`config.mk`:
```
export PLATFORM = sky130hd
export DESIGN_NAME = hazard_redirect_ctrl_flat
export DESIGN_NICKNAME = d
export VERILOG_FILES = /design/src/rtl/pipe_pkg.sv /design/src/rtl/hazard_redirect_ctrl_if.sv /design/src/rtl/hazard_redirect_ctrl_branch_resolve.sv /design/src/rtl/hazard_redirect_ctrl.sv /design/src/flat_wrapper.sv
export SDC_FILE = /design/constraint.sdc
export NUM_CORES = 1
export LEC_CHECK = 0
export ABC_CLOCK_PERIOD_IN_PS = 4630
export CORE_ASPECT_RATIO = 1.25
export CORE_UTILIZATION = 35
export CTS_CLUSTER_SIZE = 8
export DETAILED_ROUTE_END_ITERATION = 10
export PLACE_DENSITY = 0.83
export SLEW_MARGIN = 10
export SYNTH_ARGS = -nofsm -noshare
export SYNTH_HDL_FRONTEND = slang
export SYNTH_SLANG_ARGS = --single-unit
```
`constraint.sdc`:
```
create_clock -name CLOCK -period 4.63 [get_ports CLOCK]
set_clock_uncertainty 0.15 [all_clocks]
set_input_delay 0.926 -clock CLOCK [delete_from_list [all_inputs] [get_ports CLOCK]]
set_output_delay 0.926 -clock CLOCK [all_outputs]
set_load 0.005 [all_outputs]
```
`src/rtl/pipe_pkg.sv`:
```
// Shared pipeline definitions: Mem2Reg select codes, hazard FSM states, widths.
// Latency: none (types and constants only).
// Backpressure: not applicable.
package pipe_pkg;

  localparam int REG_ADDR_W = 5;
  localparam int DATA_W     = 32;

  localparam logic [1:0] MEM2REG_ALU = 2'b00;
  localparam logic [1:0] MEM2REG_MEM = 2'b01;
  localparam logic [1:0] MEM2REG_PC  = 2'b10;

  typedef enum logic {
    HZ_RUN,
    HZ_STALL
  } hz_state_t;

endpackage

```
`src/rtl/hazard_redirect_ctrl_if.sv`:
```
// Bundle between the pipeline datapath and the hazard/redirect controller.
// Latency: none (wires only).
// Backpressure: none; the controller answers through the enable/flush outputs.
//   master : pipeline side, drives the EX/ID fields and reads the controls
//   slave  : controller side, reads the EX/ID fields and drives the controls
interface hazard_redirect_ctrl_if;
  import pipe_pkg::*;

  logic                  EXBeq_In;
  logic                  EXBne_In;
  logic [DATA_W-1:0]     EXRegData1_In;
  logic [DATA_W-1:0]     EXRegData2_In;
  logic [DATA_W-1:0]     EXPCAddr_In;
  logic [15:0]           EXImm_In;
  logic                  EXRegWriteEN_In;
  logic [1:0]            EXMem2RegSEL_In;
  logic [REG_ADDR_W-1:0] EXRTAddr_In;
  logic [REG_ADDR_W-1:0] IDRSAddr_In;
  logic [REG_ADDR_W-1:0] IDRTAddr_In;
  logic                  IDUsesRT_In;

  logic                  PCWriteEN_Out;
  logic                  IFIDWriteEN_Out;
  logic                  IFIDFlush_Out;
  logic                  IDEXFlush_Out;
  logic                  PCRedirectEN_Out;
  logic [DATA_W-1:0]     PCRedirectAddr_Out;
  logic [31:0]           StallCount_Out;
  logic [31:0]           FlushCount_Out;

  modport master (
    output EXBeq_In, EXBne_In, EXRegData1_In, EXRegData2_In, EXPCAddr_In,
           EXImm_In, EXRegWriteEN_In, EXMem2RegSEL_In, EXRTAddr_In,
           IDRSAddr_In, IDRTAddr_In, IDUsesRT_In,
    input  PCWriteEN_Out, IFIDWriteEN_Out, IFIDFlush_Out, IDEXFlush_Out,
           PCRedirectEN_Out, PCRedirectAddr_Out, StallCount_Out, FlushCount_Out
  );

  modport slave (
    input  EXBeq_In, EXBne_In, EXRegData1_In, EXRegData2_In, EXPCAddr_In,
           EXImm_In, EXRegWriteEN_In, EXMem2RegSEL_In, EXRTAddr_In,
           IDRSAddr_In, IDRTAddr_In, IDUsesRT_In,
    output PCWriteEN_Out, IFIDWriteEN_Out, IFIDFlush_Out, IDEXFlush_Out,
           PCRedirectEN_Out, PCRedirectAddr_Out, StallCount_Out, FlushCount_Out
  );

endinterface

```
`src/rtl/hazard_redirect_ctrl_branch_resolve.sv`:
```
// Module branch_resolve: beq/bne outcome and branch target from EX operands.
// Latency: purely combinational.
// Backpressure: none.
//   in : beq, bne, d1, d2, pc4 (PC+4), imm (raw 16-bit immediate)
//   out: taken, target = pc4 + sign_extend(imm) << 2, wrapping mod 2^32
module branch_resolve
  import pipe_pkg::*;
(
  input  logic              beq,
  input  logic              bne,
  input  logic [DATA_W-1:0] d1,
  input  logic [DATA_W-1:0] d2,
  input  logic [DATA_W-1:0] pc4,
  input  logic [15:0]       imm,
  output logic              taken,
  output logic [DATA_W-1:0] target
);

  logic              eq;
  logic [DATA_W-1:0] offset;

  assign eq     = (d1 == d2);
  // beq and bne both set is not legal, but simply OR-ing the terms is harmless.
  assign taken  = (beq & eq) | (bne & ~eq);
  assign offset = {{14{imm[15]}}, imm, 2'b00};
  assign target = pc4 + offset;

endmodule

```
`src/rtl/hazard_redirect_ctrl.sv`:
```
// Branch redirect and load-use stall control for the 5-stage pipeline.
// Latency: controls are combinational from state+inputs; redirect lands at next edge.
// Backpressure: load-use freezes PC and IF/ID for STALL_CYCLES cycles (bubbles in ID/EX).
//   ports: CLOCK, RESET (async, active-high), hz (hazard_redirect_ctrl_if.slave)
//   macro: HAZARD_STATS_EN adds saturating stall/flush statistics counters;
//          without it StallCount_Out/FlushCount_Out are tied to 0.
module hazard_redirect_ctrl
  import pipe_pkg::*;
#(
  parameter int STALL_CYCLES = 1  // legal range 1..7
)(
  input  logic                 CLOCK,
  input  logic                 RESET,
  hazard_redirect_ctrl_if.slave hz
);

  localparam logic [2:0] CNT_INIT = 3'(STALL_CYCLES - 1);

  hz_state_t         state_q, state_d;
  logic [2:0]        cnt_q, cnt_d;

  logic              taken;
  logic [DATA_W-1:0] target;
  logic              load_use;

  logic              pc_we;
  logic              ifid_we;
  logic              ifid_flush;
  logic              idex_flush;
  logic              redirect;

  branch_resolve u_branch_resolve (
    .beq    (hz.EXBeq_In),
    .bne    (hz.EXBne_In),
    .d1     (hz.EXRegData1_In),
    .d2     (hz.EXRegData2_In),
    .pc4    (hz.EXPCAddr_In),
    .imm    (hz.EXImm_In),
    .taken  (taken),
    .target (target)
  );

  // A load writing $0 never produces a usable value, so it can't cause a hazard.
  assign load_use = hz.EXRegWriteEN_In
                  & (hz.EXMem2RegSEL_In == MEM2REG_MEM)
                  & (hz.EXRTAddr_In != '0)
                  & ((hz.EXRTAddr_In == hz.IDRSAddr_In)
                     | (hz.IDUsesRT_In & (hz.EXRTAddr_In == hz.IDRTAddr_In)));

  always_ff @(posedge CLOCK or posedge RESET) begin
    if (RESET) begin
      state_q <= HZ_RUN;
      cnt_q   <= '0;
    end else begin
      state_q <= state_d;
      cnt_q   <= cnt_d;
    end
  end

  always_comb begin
    state_d    = state_q;
    cnt_d      = cnt_q;
    pc_we      = 1'b1;
    ifid_we    = 1'b1;
    ifid_flush = 1'b0;
    idex_flush = 1'b0;
    redirect   = 1'b0;

    case (state_q)
      HZ_RUN: begin
        // The ID instruction behind a taken branch is wrong-path, so a
        // simultaneous load-use match is irrelevant and the branch wins.
        if (taken) begin
          redirect   = 1'b1;
          ifid_flush = 1'b1;
          idex_flush = 1'b1;
        end else if (load_use) begin
          pc_we      = 1'b0;
          ifid_we    = 1'b0;
          idex_flush = 1'b1;
          if (STALL_CYCLES > 1) begin
            state_d = HZ_STALL;
            cnt_d   = CNT_INIT;
          end
        end
      end

      HZ_STALL: begin
        // EX holds a bubble here, so branch/load-use inputs are not looked at.
        pc_we      = 1'b0;
        ifid_we    = 1'b0;
        idex_flush = 1'b1;
        cnt_d      = cnt_q - 3'd1;
        if (cnt_q == 3'd1) begin
          state_d = HZ_RUN;
          cnt_d   = '0;
        end
      end

      default: begin
        state_d = HZ_RUN;
        cnt_d   = '0;
      end
    endcase

    // While held in reset the pipeline is frozen and flushed.
    if (RESET) begin
      pc_we      = 1'b0;
      ifid_we    = 1'b0;
      ifid_flush = 1'b1;
      idex_flush = 1'b1;
      redirect   = 1'b0;
    end
  end

  assign hz.PCWriteEN_Out      = pc_we;
  assign hz.IFIDWriteEN_Out    = ifid_we;
  assign hz.IFIDFlush_Out      = ifid_flush;
  assign hz.IDEXFlush_Out      = idex_flush;
  assign hz.PCRedirectEN_Out   = redirect;
  assign hz.PCRedirectAddr_Out = RESET ? '0 : target;

`ifdef HAZARD_STATS_EN
  logic [31:0] stall_cnt_q;
  logic [31:0] flush_cnt_q;

  // Reset holds both counters, so reset-time PC freezes are never counted.
  always_ff @(posedge CLOCK or posedge RESET) begin
    if (RESET) begin
      stall_cnt_q <= '0;
      flush_cnt_q <= '0;
    end else begin
      if (!pc_we && (stall_cnt_q != 32'hFFFF_FFFF)) begin
        stall_cnt_q <= stall_cnt_q + 32'd1;
      end
      if (redirect && (flush_cnt_q != 32'hFFFF_FFFF)) begin
        flush_cnt_q <= flush_cnt_q + 32'd1;
      end
    end
  end

  assign hz.StallCount_Out = stall_cnt_q;
  assign hz.FlushCount_Out = flush_cnt_q;
`else
  assign hz.StallCount_Out = '0;
  assign hz.FlushCount_Out = '0;
`endif

endmodule

```
`src/flat_wrapper.sv`:
```
// flat-port wrapper written by rule: the top's interface ports become plain ports
module hazard_redirect_ctrl_flat import pipe_pkg::*;
#(
  parameter int STALL_CYCLES = 1                     
)
  (CLOCK, RESET, hz_EXBeq_In, hz_EXBne_In, hz_EXRegData1_In, hz_EXRegData2_In, hz_EXPCAddr_In, hz_EXImm_In, hz_EXRegWriteEN_In, hz_EXMem2RegSEL_In, hz_EXRTAddr_In, hz_IDRSAddr_In, hz_IDRTAddr_In, hz_IDUsesRT_In, hz_PCWriteEN_Out, hz_IFIDWriteEN_Out, hz_IFIDFlush_Out, hz_IDEXFlush_Out, hz_PCRedirectEN_Out, hz_PCRedirectAddr_Out, hz_StallCount_Out, hz_FlushCount_Out);
  hazard_redirect_ctrl_if hz_i ();
  input  logic CLOCK;
  input  logic RESET;
  input wire logic [$bits(hz_i.EXBeq_In)-1:0] hz_EXBeq_In;
  input wire logic [$bits(hz_i.EXBne_In)-1:0] hz_EXBne_In;
  input wire logic [$bits(hz_i.EXRegData1_In)-1:0] hz_EXRegData1_In;
  input wire logic [$bits(hz_i.EXRegData2_In)-1:0] hz_EXRegData2_In;
  input wire logic [$bits(hz_i.EXPCAddr_In)-1:0] hz_EXPCAddr_In;
  input wire logic [$bits(hz_i.EXImm_In)-1:0] hz_EXImm_In;
  input wire logic [$bits(hz_i.EXRegWriteEN_In)-1:0] hz_EXRegWriteEN_In;
  input wire logic [$bits(hz_i.EXMem2RegSEL_In)-1:0] hz_EXMem2RegSEL_In;
  input wire logic [$bits(hz_i.EXRTAddr_In)-1:0] hz_EXRTAddr_In;
  input wire logic [$bits(hz_i.IDRSAddr_In)-1:0] hz_IDRSAddr_In;
  input wire logic [$bits(hz_i.IDRTAddr_In)-1:0] hz_IDRTAddr_In;
  input wire logic [$bits(hz_i.IDUsesRT_In)-1:0] hz_IDUsesRT_In;
  output wire logic [$bits(hz_i.PCWriteEN_Out)-1:0] hz_PCWriteEN_Out;
  output wire logic [$bits(hz_i.IFIDWriteEN_Out)-1:0] hz_IFIDWriteEN_Out;
  output wire logic [$bits(hz_i.IFIDFlush_Out)-1:0] hz_IFIDFlush_Out;
  output wire logic [$bits(hz_i.IDEXFlush_Out)-1:0] hz_IDEXFlush_Out;
  output wire logic [$bits(hz_i.PCRedirectEN_Out)-1:0] hz_PCRedirectEN_Out;
  output wire logic [$bits(hz_i.PCRedirectAddr_Out)-1:0] hz_PCRedirectAddr_Out;
  output wire logic [$bits(hz_i.StallCount_Out)-1:0] hz_StallCount_Out;
  output wire logic [$bits(hz_i.FlushCount_Out)-1:0] hz_FlushCount_Out;
  assign hz_i.EXBeq_In = hz_EXBeq_In;
  assign hz_i.EXBne_In = hz_EXBne_In;
  assign hz_i.EXRegData1_In = hz_EXRegData1_In;
  assign hz_i.EXRegData2_In = hz_EXRegData2_In;
  assign hz_i.EXPCAddr_In = hz_EXPCAddr_In;
  assign hz_i.EXImm_In = hz_EXImm_In;
  assign hz_i.EXRegWriteEN_In = hz_EXRegWriteEN_In;
  assign hz_i.EXMem2RegSEL_In = hz_EXMem2RegSEL_In;
  assign hz_i.EXRTAddr_In = hz_EXRTAddr_In;
  assign hz_i.IDRSAddr_In = hz_IDRSAddr_In;
  assign hz_i.IDRTAddr_In = hz_IDRTAddr_In;
  assign hz_i.IDUsesRT_In = hz_IDUsesRT_In;
  assign hz_PCWriteEN_Out = hz_i.PCWriteEN_Out;
  assign hz_IFIDWriteEN_Out = hz_i.IFIDWriteEN_Out;
  assign hz_IFIDFlush_Out = hz_i.IFIDFlush_Out;
  assign hz_IDEXFlush_Out = hz_i.IDEXFlush_Out;
  assign hz_PCRedirectEN_Out = hz_i.PCRedirectEN_Out;
  assign hz_PCRedirectAddr_Out = hz_i.PCRedirectAddr_Out;
  assign hz_StallCount_Out = hz_i.StallCount_Out;
  assign hz_FlushCount_Out = hz_i.FlushCount_Out;
  hazard_redirect_ctrl #(.STALL_CYCLES(STALL_CYCLES)) u_core (.CLOCK(CLOCK), .RESET(RESET), .hz(hz_i));
endmodule
```
### Yosys cells after proc, flatten, opt, wreduce, memory -nomap -nowiden

Index checks and enable logic that the tools add are counted.

* output and inout bits: 101
* register bits after elaboration: 4
* input bits: 135
* logic and storage cells: 36

* eq/ne operators: 5
* reduce and logical (&&, ||, !) cells: 1
* bitwise operators: 10
* add/sub/neg operators: 2
* mux-type cells: 16

Operators by type and width (number)
* 32-bit adder: 1
* 32-bit equality test: 1
* 32-bit two-way mux: 1
* 1-bit two-way mux: 12
* 5-bit equality test: 2
* 1-bit AND: 6
* 5-bit nonzero test: 1
* 1-bit one-hot mux with 2 select lines: 2
* 3-bit by 1-bit equality test with 1-bit output, second input constant: 1
* 3-bit two-way mux: 1
* 3-bit by 1-bit subtractor with 3-bit output, second input constant: 1
* 2-bit by 1-bit equality test with 1-bit output, second input constant: 1
* 1-bit inverter: 2
* 1-bit OR: 2

### Logic depth before layout (Yosys ltp)

Gate-level depths: netlist of the first run.

* word-level depth: 8
* gate-level depth with buffers: 10

### Hierarchy

From an unflattened synthesis of the first run, not the netlist that was laid out.

* cells, all modules: 414
* area, all modules: 3020.4 um^2

By module, submodules not included
* branch_resolve: seq. area each 0.0 um^2, cells an instance 269, area an instance 1943.1 um^2, times used 1
* hazard_redirect_ctrl: seq. area each 100.1 um^2, cells an instance 145, area an instance 1077.3 um^2, times used 1

### Worst setup path before layout of the first run

Ideal clock, no wire load.

* path kind: in2out
* from: input port hz_EXImm_In[14]
* to: output port hz_PCRedirectAddr_Out[31]
* data arrival time: 2891 ps
* slack: 663 ps
* data required time: 3554 ps
* stages: 9
* path buffers: 1
* cells stage by stage: ha_1 > buf_6 > a21oi_4 > o22ai_1 > o41ai_4 > a31oi_2 > o211a_1 > or4_1 > o21ai_1

* word-level cells in the longest chain between the ends: 2

RTL lines
* start, declared: RTL line flat_wrapper.sv:15 `input wire logic [$bits(hz_i.EXImm_In)-1:0] hz_EXImm_In;`
* 32-bit adder: RTL line hazard_redirect_ctrl_branch_resolve.sv:26 `assign target = pc4 + offset;`
* 32-bit two-way mux: RTL line hazard_redirect_ctrl.sv:121 `assign hz.PCRedirectAddr_Out = RESET ? '0 : target;`
* end, declared: RTL line flat_wrapper.sv:27 `output wire logic [$bits(hz_i.PCRedirectAddr_Out)-1:0] hz_PCRedirectAddr_Out;`

Every way passes these cells.

### Worst setup path in the final report of the first run

* from: input port hz_EXImm_In[2]
* to: output port hz_PCRedirectAddr_Out[17]

Same word-level chain as after synthesis.

==> results.py, run 1 <==
metrics = {
    "run_status": {
        "status": "complete, no violations",
    },
    "layout": {
        "areaGrowthSynthToFinish_pct": 83.1,
        "layout.cells.non_filler": 798,
        "drive_gt1_frac": 0.221,
        "nFillCells": 707,
        "post-route-cell-area_um2": 5650,
        "final_cell_mix": "137 x clkdlybuf4s50_1, 90 x buf_4, 64 x conb_1",
        "nNetsFinal": 849,
        "layout_commonest_cell": "clkdlybuf4s50_1",
        "seqCellArea_um2": 100,
        "utilization": 0.674,
        "multi_input_area_um2": 2930,
    },
    "synth": {
        "netlist_area_um2": 3090,
        "ys_types": 60,
        "yosys_warnings": 0,
        "async_flop_share": 1.00,
        "ys_seq_area_frac": 0.0324,
        "postSynthCellCount": 427,
        "ys.flop_type": "dfrtp_1",
        "synth-edff-count": 0,
        "syn_area_per_cell_um2": 7.23,
        "synth_seq_cells": 4,
    },
    "floorplan": {
        "rows": 37,
        "dieArea_um2": 9200,
        "ioPinCount": 236,
        "die_h_um": 107,
        "core_um2": 8380,
        "die_w_um": 86.0,
        "start_util": 0.368,
    },
    "cts": {
        "cts_made_buffers": 3,
        "cts_buffer_depth": 2,
        "clock-sinks": 4,
        "worstSkewPairLatency_ps": 210,
        "clk_pin_slew_worst_paths_ps": 30,
        "root_buffer": "clkbuf_8",
        "cts_tree": "done",
        "hold_buffers": 0,
        "h-tree-depth": 1,
    },
    "power": {
        "power.density_nw_per_um2": 133,
        "internal_power_uw": 468,
        "combPwrFrac": 0.857,
        "pwr-share-seq": 0.047,
        "p_clk_frac": 0.096,
        "ir_drop_v": 0.000192,
        "leakage_uw": 0.00259,
        "swShare": 0.377,
        "switchingPower_uw": 284,
    },
    "global_routing": {
        "grt_max_degree": 27,
        "grt_pass1_wl_um": 17600,
        "grt.overflow.total": 0,
        "grt_usage": 0.234,
        "antenna_found_initial": 1,
        "grt_pass1_vias": 3936,
    },
    "place": {
        "hpwl_um": 9130,
        "portBuffers": 171,
        "place_ws_ps": -451,
        "dpl_cell_area_um2": 5230,
        "routabilityCongestion": 0.933,
        "dp.cells": 780,
    },
    "worst_hold_path": {
        "hp-class": "register to register",
    },
    "sta": {
        "layout_min_cycle_time_ps": 4540,
        "finalSetupViolations": 0,
        "postLayoutSetupSlackWorst_ps": 86.2,
        "fin_crit_sh": 0.981,
        "slew_viol_final": 0,
        "fin_hold_ws_ps": 370,
        "max_freq_ghz": 0.220,
        "hold_viol": 0,
    },
    "detailed_routing": {
        "remaining_drc_errors": 0,
        "wire_per_inst_um": 13.8,
        "routed_wirelength_um": 11000,
        "vias_per_cell": 4.79,
        "via_count": 3819,
        "drtIter0Drc": 98,
        "dr.pass1.iters": 4,
        "detail-route-antenna-nets": 0,
    },
    "run": {
        "maxCapViolations": 0,
    },
    "setup_path": {
        "cp-end-kind": "output port",
        "crit_family": "buffers and inverters",
        "worst-path-max-fanout": 4,
        "cpMaxStageDelayCell": "clkdlybuf4s50_1",
        "start_kind": "input port",
        "worstSetupPathType": "input port to output port",
        "cp.required_ps": 3550,
        "cpPeakStageDelay_ps": 510,
        "path_cells": "clkdlybuf4s50_1, ha_4, and4_1, a21oi_2, buf_4, a211oi_2, nor4_1, buf_4, o221ai_1, xnor2_1, nor2_1, clkdlybuf4s50_1",
        "crit_arrival_ps": 3470,
        "r2r_setup_slack_ps": 3410,
        "path_buf_inv": 4,
    },
}
==> worst register-to-register path: stages (launching register included) <==
cell and delay [ps]:
dfrtp_1 330, inv_1 60, ha_1 190, a21boi_0 270, a21o_1 160
==> registers in the layout (all words and copies together), names as in the netlist <==
name / count
u_core.cnt_q: 3
u_core.state_q: 1
==> what timing repair did <==
action	in CTS	in global routing
resized for setup	70	29
pin swaps	23	12
endpoints found under the setup margin	21	18
setup buffers	11	3
==> through the flow <==
stage / TNS, ps / power [uW]
global placement: -4230 / 620
floorplan: 0 / 346
detailed placement: -5040 / 633
global route: -31.9 / 813
CTS: -30.8 / 735
finish: 0 / 752
==> cells by family after synthesis <==
| kind of cell | synth area share |
|---|---|
| multiplexers | 0.0174 |
| adder cells (fa/ha/maj) | 0.132 |
| flip-flops | 0.0324 |
| AO/OA/AOI/OAI | 0.228 |
| buffers and inverters | 0.190 |
| XOR/XNOR | 0.173 |
| AND/OR/NAND/NOR | 0.226 |
| other | 0.00121 |
==> cells in the mapped netlist (4+ instances only) <==
master / number / area [um^2]
a31oi_1: 4 / 25.0
nand4_1: 13 / 81.3
xnor2_1: 49 / 429
nor3_1: 10 / 50.1
nor2b_1: 9 / 56.3
ha_1: 31 / 388
a21oi_1: 28 / 140
nand2b_1: 7 / 43.8
xor2_1: 12 / 105
clkbuf_1: 7 / 26.3
nor2_1: 40 / 150
and3_1: 7 / 43.8
nand2_1: 18 / 67.6
dfrtp_1: 4 / 100
nand3_1: 7 / 35.0
inv_1: 14 / 52.6
a21o_1: 22 / 165
nor4_1: 6 / 37.5
o21ai_0: 10 / 50.1
buf_4: 65 / 488
==> path summary, 6_finish.rpt <==
path | from | endpoint | depth (start not counted)
worst max-delay path | hz_EXImm_In[2] | hz_PCRedirectAddr_Out[17] | 12
worst min-delay path | u_core.cnt_q[2] | u_core.cnt_q[2] | 1
worst max register to register | u_core.cnt_q[1] | u_core.cnt_q[0] | 4
worst min register to register | u_core.cnt_q[2] | u_core.cnt_q[2] | 1
max in group asynchronous | RESET | u_core.cnt_q[1] | 3
min in group asynchronous | RESET | u_core.state_q | 3
==> layout make-up <==
class,instances,area share
Multi-Input combinational cell,397,0.519
Timing Repair Buffer,262,0.421
Tap cell,117,0.0259
Sequential cell,4,0.0177
Inverter,14,0.00930
Clock buffer,3,0.00731
Antenna cell,1,0.000443
==> routing by layer <==
| layer | GRT usage | routed length, um | vias to the layer above |
|---|---|---|---|
| met1 | 0.266 | 4370 | 1741 |
| li1 | - | - | 1894 |
| met2 | 0.461 | 5920 | 170 |
| met4 | 0.0488 | 165 | 0 |
| met3 | 0.0200 | 514 | 14 |
| met5 | 0 | 0 | - |
==> power groups by stage <==
stage | sequential, uW | clock (uW) | combinational (uW)
6_report | 35.2 | 72.2 | 644
5_1_grt | 35.2 | 76.2 | 702
4_1_cts | 35.2 | 72.2 | 628
3_5_place_dp | 35.6 | 0 | 597
3_3_place_gp | 35.6 | 0 | 585
2_1_floorplan | 35.6 | 0 | 310
Power figures use the tool's default switching activity.
==> run 2: changes to the inputs <==
- CAP_MARGIN: unset -> 30
- CTS_CLUSTER_DIAMETER: unset -> 60
==> results of run 2 <==
The final DEF is identical to that of run 1; final timing and power are the same.
==> edit 1, RTL diff (settings of run 1) <==
The option `HAZARD_STATS_EN` is turned on by a define.
--- a/src/rtl/hazard_redirect_ctrl.sv
+++ b/src/rtl/hazard_redirect_ctrl.sv
@@ -5,4 +5,6 @@
 //   macro: HAZARD_STATS_EN adds saturating stall/flush statistics counters;
 //          without it StallCount_Out/FlushCount_Out are tied to 0.
+`define HAZARD_STATS_EN
+
 module hazard_redirect_ctrl
   import pipe_pkg::*;
Behaviour: not the same (a bounded check fails within 4 cycles, from zero or initial values and one cycle with RESET high).
==> edit 1 against run 1 <==
Cell area grew 72%; wire length grew 91%; count of clock-buffer cells in the layout grew 7; non-clock buffer count grew 86; die area grew 85%; via count grew 70%; power grew to 3.1 times the old value; setup slack lost 43 ps; final cell count grew 52%; area after synthesis grew 87%; sequential cell count grew 64.
==> edit 1: results (changes against run 1) <==
Status: complete, no violations
Worst vdd ir: 0.000212 V (+10%)
Leak: 0.00432 µW (+67%)
CTS root buffer: clkbuf_16
CTS Buf Count: 9 (+6)
Post-synth EDFFs: 0 (unchanged)
Crit Path Max Fanout: 4 (unchanged)
Hold Crit Endpoint: u_core.hz.FlushCount_Out[27]$_DFFE_PP0P_
Worst Hold Launch: u_core.hz.FlushCount_Out[27]$_DFFE_PP0P_
Fillers: 1345 (+90%)
Arrival time worst endpoint: 3510 ps (+40 ps)
Sequential fraction of the synthesis area: 29.5% (+26 points)
Commonest cells post-synth: xor2_1 (82), dfrtp_1 (68), nand2_1 (45), nor2_1 (40), xnor2_1 (37)
Worst-skew pair later-pin latency: 320 ps (+110 ps)
Clock Pin Slew Worst Setup and Hold Paths: 60 ps (+30 ps)
Port bufs: 235 (+37%)
Ranking of synthesized cells by area: dfrtp_1 (29%), xor2_1 (12%), ha_1 (7.2%)
Initial antenna violation count: 0 (-1)
DP Worst Slack: -488 ps (-37.0 ps)
Syn nets: 830
Worst Max-Slew Pin Slew: 716 ps
Reg-to-reg endpoint: u_core.hz.StallCount_Out[14]$_DFFE_PP0P_
H-tree depth: 3 (+2)
GPL Wtd Cong: 0.992 (+6.3%)
Max stage delay on crit path: 530 ps (+20 ps)
Diodes inserted: 0 (-1)
Total detailed-routing wirelength: 21000 µm (+91%)
Layout cells sized above 1: 19.8% (-2.3 points)
Netlist cell types: 62 (+3.3%)
Worst R2R Path Depth: 7 (+3)
Largest net degree at the start of global routing: 41 (+52%)
First-pass GRT wire length: 32100 µm (+82%)
Reg2Reg Launch Point: u_core.hz.StallCount_Out[24]$_DFFE_PP0P_
Total GRT Usage: 23.8% (+0.49 points)
Initial DRC count: 333 (+240%)
HPWL after detailed placement: 15700 µm (+72%)
1st-pass router iterations: 5 (+1)
R2R setup slack: 2000 ps (-1410 ps)
Syn. warnings: 0 (unchanged)
DR vias/cell: 5.34 (+11%)
Vias in the first global route: 6617 (+68%)
Nets: 1165 (+37%)
edit 1: cell count changes in the layout (fill, tap and decap cells not counted), sizes merged, moves of 23 or more:
cell and change:
dfrtp +64, buf +23, nand3 +25, conb -64, nand2 +27, xor2 +70, clkdlybuf4s50 +68, nor4 +29
edit 1: final cells by class:
| cell class | count | area share (%) |
|---|---|---|
| Clock inverter | 5 | 0.309 |
| Timing Repair Buffer | 348 | 33.0 |
| Tap cell | 216 | 2.78 |
| Sequential cell | 68 | 17.5 |
| Clock buffer | 10 | 2.36 |
| Multi-Input combinational cell | 553 | 43.4 |
| Inverter | 16 | 0.618 |
edit 1: worst max-delay path by stage:
stage                    startpoint                        end  slack [ps]
2_1_floorplan  hz_EXRegData2_In[31]           hz_PCWriteEN_Out         670
3_3_place_gp        hz_EXImm_In[15]  hz_PCRedirectAddr_Out[30]        -430
3_5_place_dp        hz_EXImm_In[15]  hz_PCRedirectAddr_Out[30]        -490
4_1_cts              hz_EXImm_In[2]  hz_PCRedirectAddr_Out[29]         -60
5_1_grt        hz_EXRegData2_In[31]         hz_IFIDWriteEN_Out         -50
6_report            hz_EXImm_In[10]  hz_PCRedirectAddr_Out[29]          40
edit 1: critical path: cells and delay by family:
| family | cells | cell delay (ps) |
|---|---|---|
| adder cells (fa/ha/maj) | 1 | 250 |
| buffers and inverters | 4 | 930 |
| multiplexers | 1 | 330 |
| AO/OA/AOI/OAI | 5 | 1070 |
edit 1: stage by stage:
step	TNS (ps)	hold slack (ps)	power [µW]	cells	area [µm²]
2_1_floorplan	0	323	1130	661	5770
4_1_cts	-150	344	2290	1207	9420
6_report	0	342	2340	1216	9710
3_5_place_dp	-5160	328	1660	1182	8980
3_3_place_gp	-3950	326	1640	1182	8980
5_1_grt	-184	351	2470	1216	9710
edit 1: power breakdown:
group / internal [µW] / switching [µW]
combinational: 569 / 420
sequential: 661 / 88.2
clock: 356 / 243
total: 1590 / 751
edit 1: cell families after synthesis:
| family | Yosys count | synth area share [%] |
|---|---|---|
| buf+inv | 40 | 3.12 |
| flops | 68 | 29.5 |
| mux | 9 | 1.69 |
| simple gates | 289 | 28.1 |
| xor+xnor | 119 | 18.1 |
| compound gates | 102 | 12.1 |
| fa+ha+maj | 34 | 7.50 |
edit 1: timing repair:
action,in CTS,in global routing
pin swaps,13,21
gates resized for setup,41,62
setup buffers,10,9
endpoints found under the setup margin,19,19
edit 1: routing by layer:
layer / wire length [µm] / share of wire [%] / up-vias / GRT usage (%)
li1: - / - / 3089 / -
met1: 7860 / 37 / 3096 / 26.8
met2: 10900 / 52 / 252 / 43.0
met3: 1480 / 7.0 / 51 / 5.08
met4: 721 / 3.4 / 0 / 9.43
met5: 0 / 0 / - / 0
==> edit 2, RTL diff (flow settings as in run 1) <==
Made on the original files. Put a register stage on the output `hz.PCRedirectAddr_Out`, without a reset. The value now appears one clock later.
--- a/src/rtl/hazard_redirect_ctrl.sv
+++ b/src/rtl/hazard_redirect_ctrl.sv
@@ -119,5 +119,7 @@
   assign hz.IDEXFlush_Out      = idex_flush;
   assign hz.PCRedirectEN_Out   = redirect;
-  assign hz.PCRedirectAddr_Out = RESET ? '0 : target;
+  always_ff @(posedge CLOCK) begin
+    hz.PCRedirectAddr_Out <= RESET ? '0 : target;
+  end
 
 `ifdef HAZARD_STATS_EN
Formal check against the unedited RTL: not equivalent (Yosys sat finds a counterexample within 4 cycles, from zero or initial values and one cycle with RESET high).
==> edit 2 against run 1 <==
Wire length is 3.9% lower; setup slack better by 110 ps; cell area is 3.8% lower; largest power group unchanged; count of clock-buffer cells in the layout is 4 higher; via count is 4.1% lower; sequential share of layout area is 12 points higher; global-route usage is 4.9 points lower; sequential cell count is 32 higher; area after synthesis is 18% higher; critical endpoint is now hz_PCWriteEN_Out; sequential power grew to 10 times the old value; power is 73% higher; critical path depth is 2 lower; non-clock buffer count is 87 lower; clock power grew to 5.7 times the old value.
==> edit 2: results (changes against run 1) <==
Status: complete, no violations
Prevailing post-synth register cell: dfxtp_1
Fillers: 938 (+33%)
Netlist cell types: 55 (-8.3%)
Nets: 789 (-7.1%)
Ranking of synthesized cells by area: dfxtp_1 (18%), buf_4 (13%), xnor2_1 (12%)
Final Core Density: 53.8% (-14 points)
Leak: 0.00229 µW (-12%)
Met3 usage: 3.67% (+1.7 points)
H-tree depth: 2 (+1)
DRT met1 WL: 3710 µm (-15%)
Met2 WL: 5520 µm (-6.9%)
Worst R2R Path Depth: 3 (-1)
Reg2Reg Launch Point: u_core.cnt_q[0]$_DFFE_PP0P_
Worst-skew pair later-pin latency: 280 ps (+70 ps)
HPWL after detailed placement: 8730 µm (-4.4%)
Vias in the first global route: 3438 (-13%)
Post-DR wirelength/cell: 14.0 µm (+1.9%)
R2R setup slack: 3390 ps (-20 ps)
GPL Wtd Cong: 0.874 (-6.3%)
Register share of the cell area: 13.6% (+12 points)
DP Area: 5250 µm² (+0.43%)
Initial DRC count: 101 (+3.1%)
Grt met1 use: 18.1% (-8.6 points)
Post-synth ARST share: 11.1% (-89 points)
Hold Slack: 361 ps (-8.92 ps)
Seq_cells: 36 (+32)
Routing usage on met2: 36.4% (-9.7 points)
Met3 routed WL: 912 µm (+77%)
Clock Pin Slew Worst Setup and Hold Paths: 50 ps (+20 ps)
CTS Buf Count: 5 (+2)
DP Worst Slack: 115 ps (+566 ps)
## edit 2: cell types whose count changed in the layout (fill, tap and decap cells not counted), sizes merged, moves of 5 or more
| cell | change |
|---|---|
| a21o | -6 |
| a21oi | +5 |
| buf | -88 |
| clkdlybuf4s50 | +34 |
| dfxtp | +32 |
| dlygate4sd2 | -20 |
| dlymetal6s2s | -6 |
| nand2b | -5 |
| o21ai | +5 |
## edit 2: cells by family (layout without fill, tap and decap cells)
group,after synthesis,after routing,synth area share [%]
simple gates,125,125,16.9
compound gates,102,102,18.6
buf+inv,86,196,15.8
xor+xnor,60,60,14.5
flops,36,36,20.4
fa+ha+maj,32,32,11.2
mux,8,8,2.55
other cells,1,64,0.103
## edit 2: worst reg2reg max path, stage by stage (launching register included)
cell and delay [ps]:
dfrtp_1 390, ha_1 210, a21boi_0 260, a21o_1 170
## edit 2: repair_timing
| item | in CTS | in global routing |
|---|---|---|
| gates resized for setup | 0 | 1 |
| setup endpoints to repair | 0 | 2 |
| endpoints found under the hold margin | 0 | 0 |
| buffers inserted | 0 | 0 |
## edit 2: report_power, final
| part | switching (µW) | internal (µW) |
|---|---|---|
| logic | 235 | 298 |
| registers | 9.44 | 346 |
| clock network | 131 | 283 |
## edit 2: how the worst max path moves through the flow
stage                          from                 end  slack [ps]  cells after the start
6_report        hz_EXRegData2_In[7]    hz_PCWriteEN_Out         190                     10
2_1_floorplan  hz_EXRegData2_In[29]    hz_PCWriteEN_Out        1300                      8
3_5_place_dp    hz_EXRegData2_In[1]    hz_PCWriteEN_Out         110                     10
4_1_cts         hz_EXRegData2_In[1]    hz_PCWriteEN_Out         100                     10
3_3_place_gp    hz_EXRegData2_In[1]  hz_IFIDWriteEN_Out         100                     10
5_1_grt         hz_EXRegData2_In[7]    hz_PCWriteEN_Out          40                     10
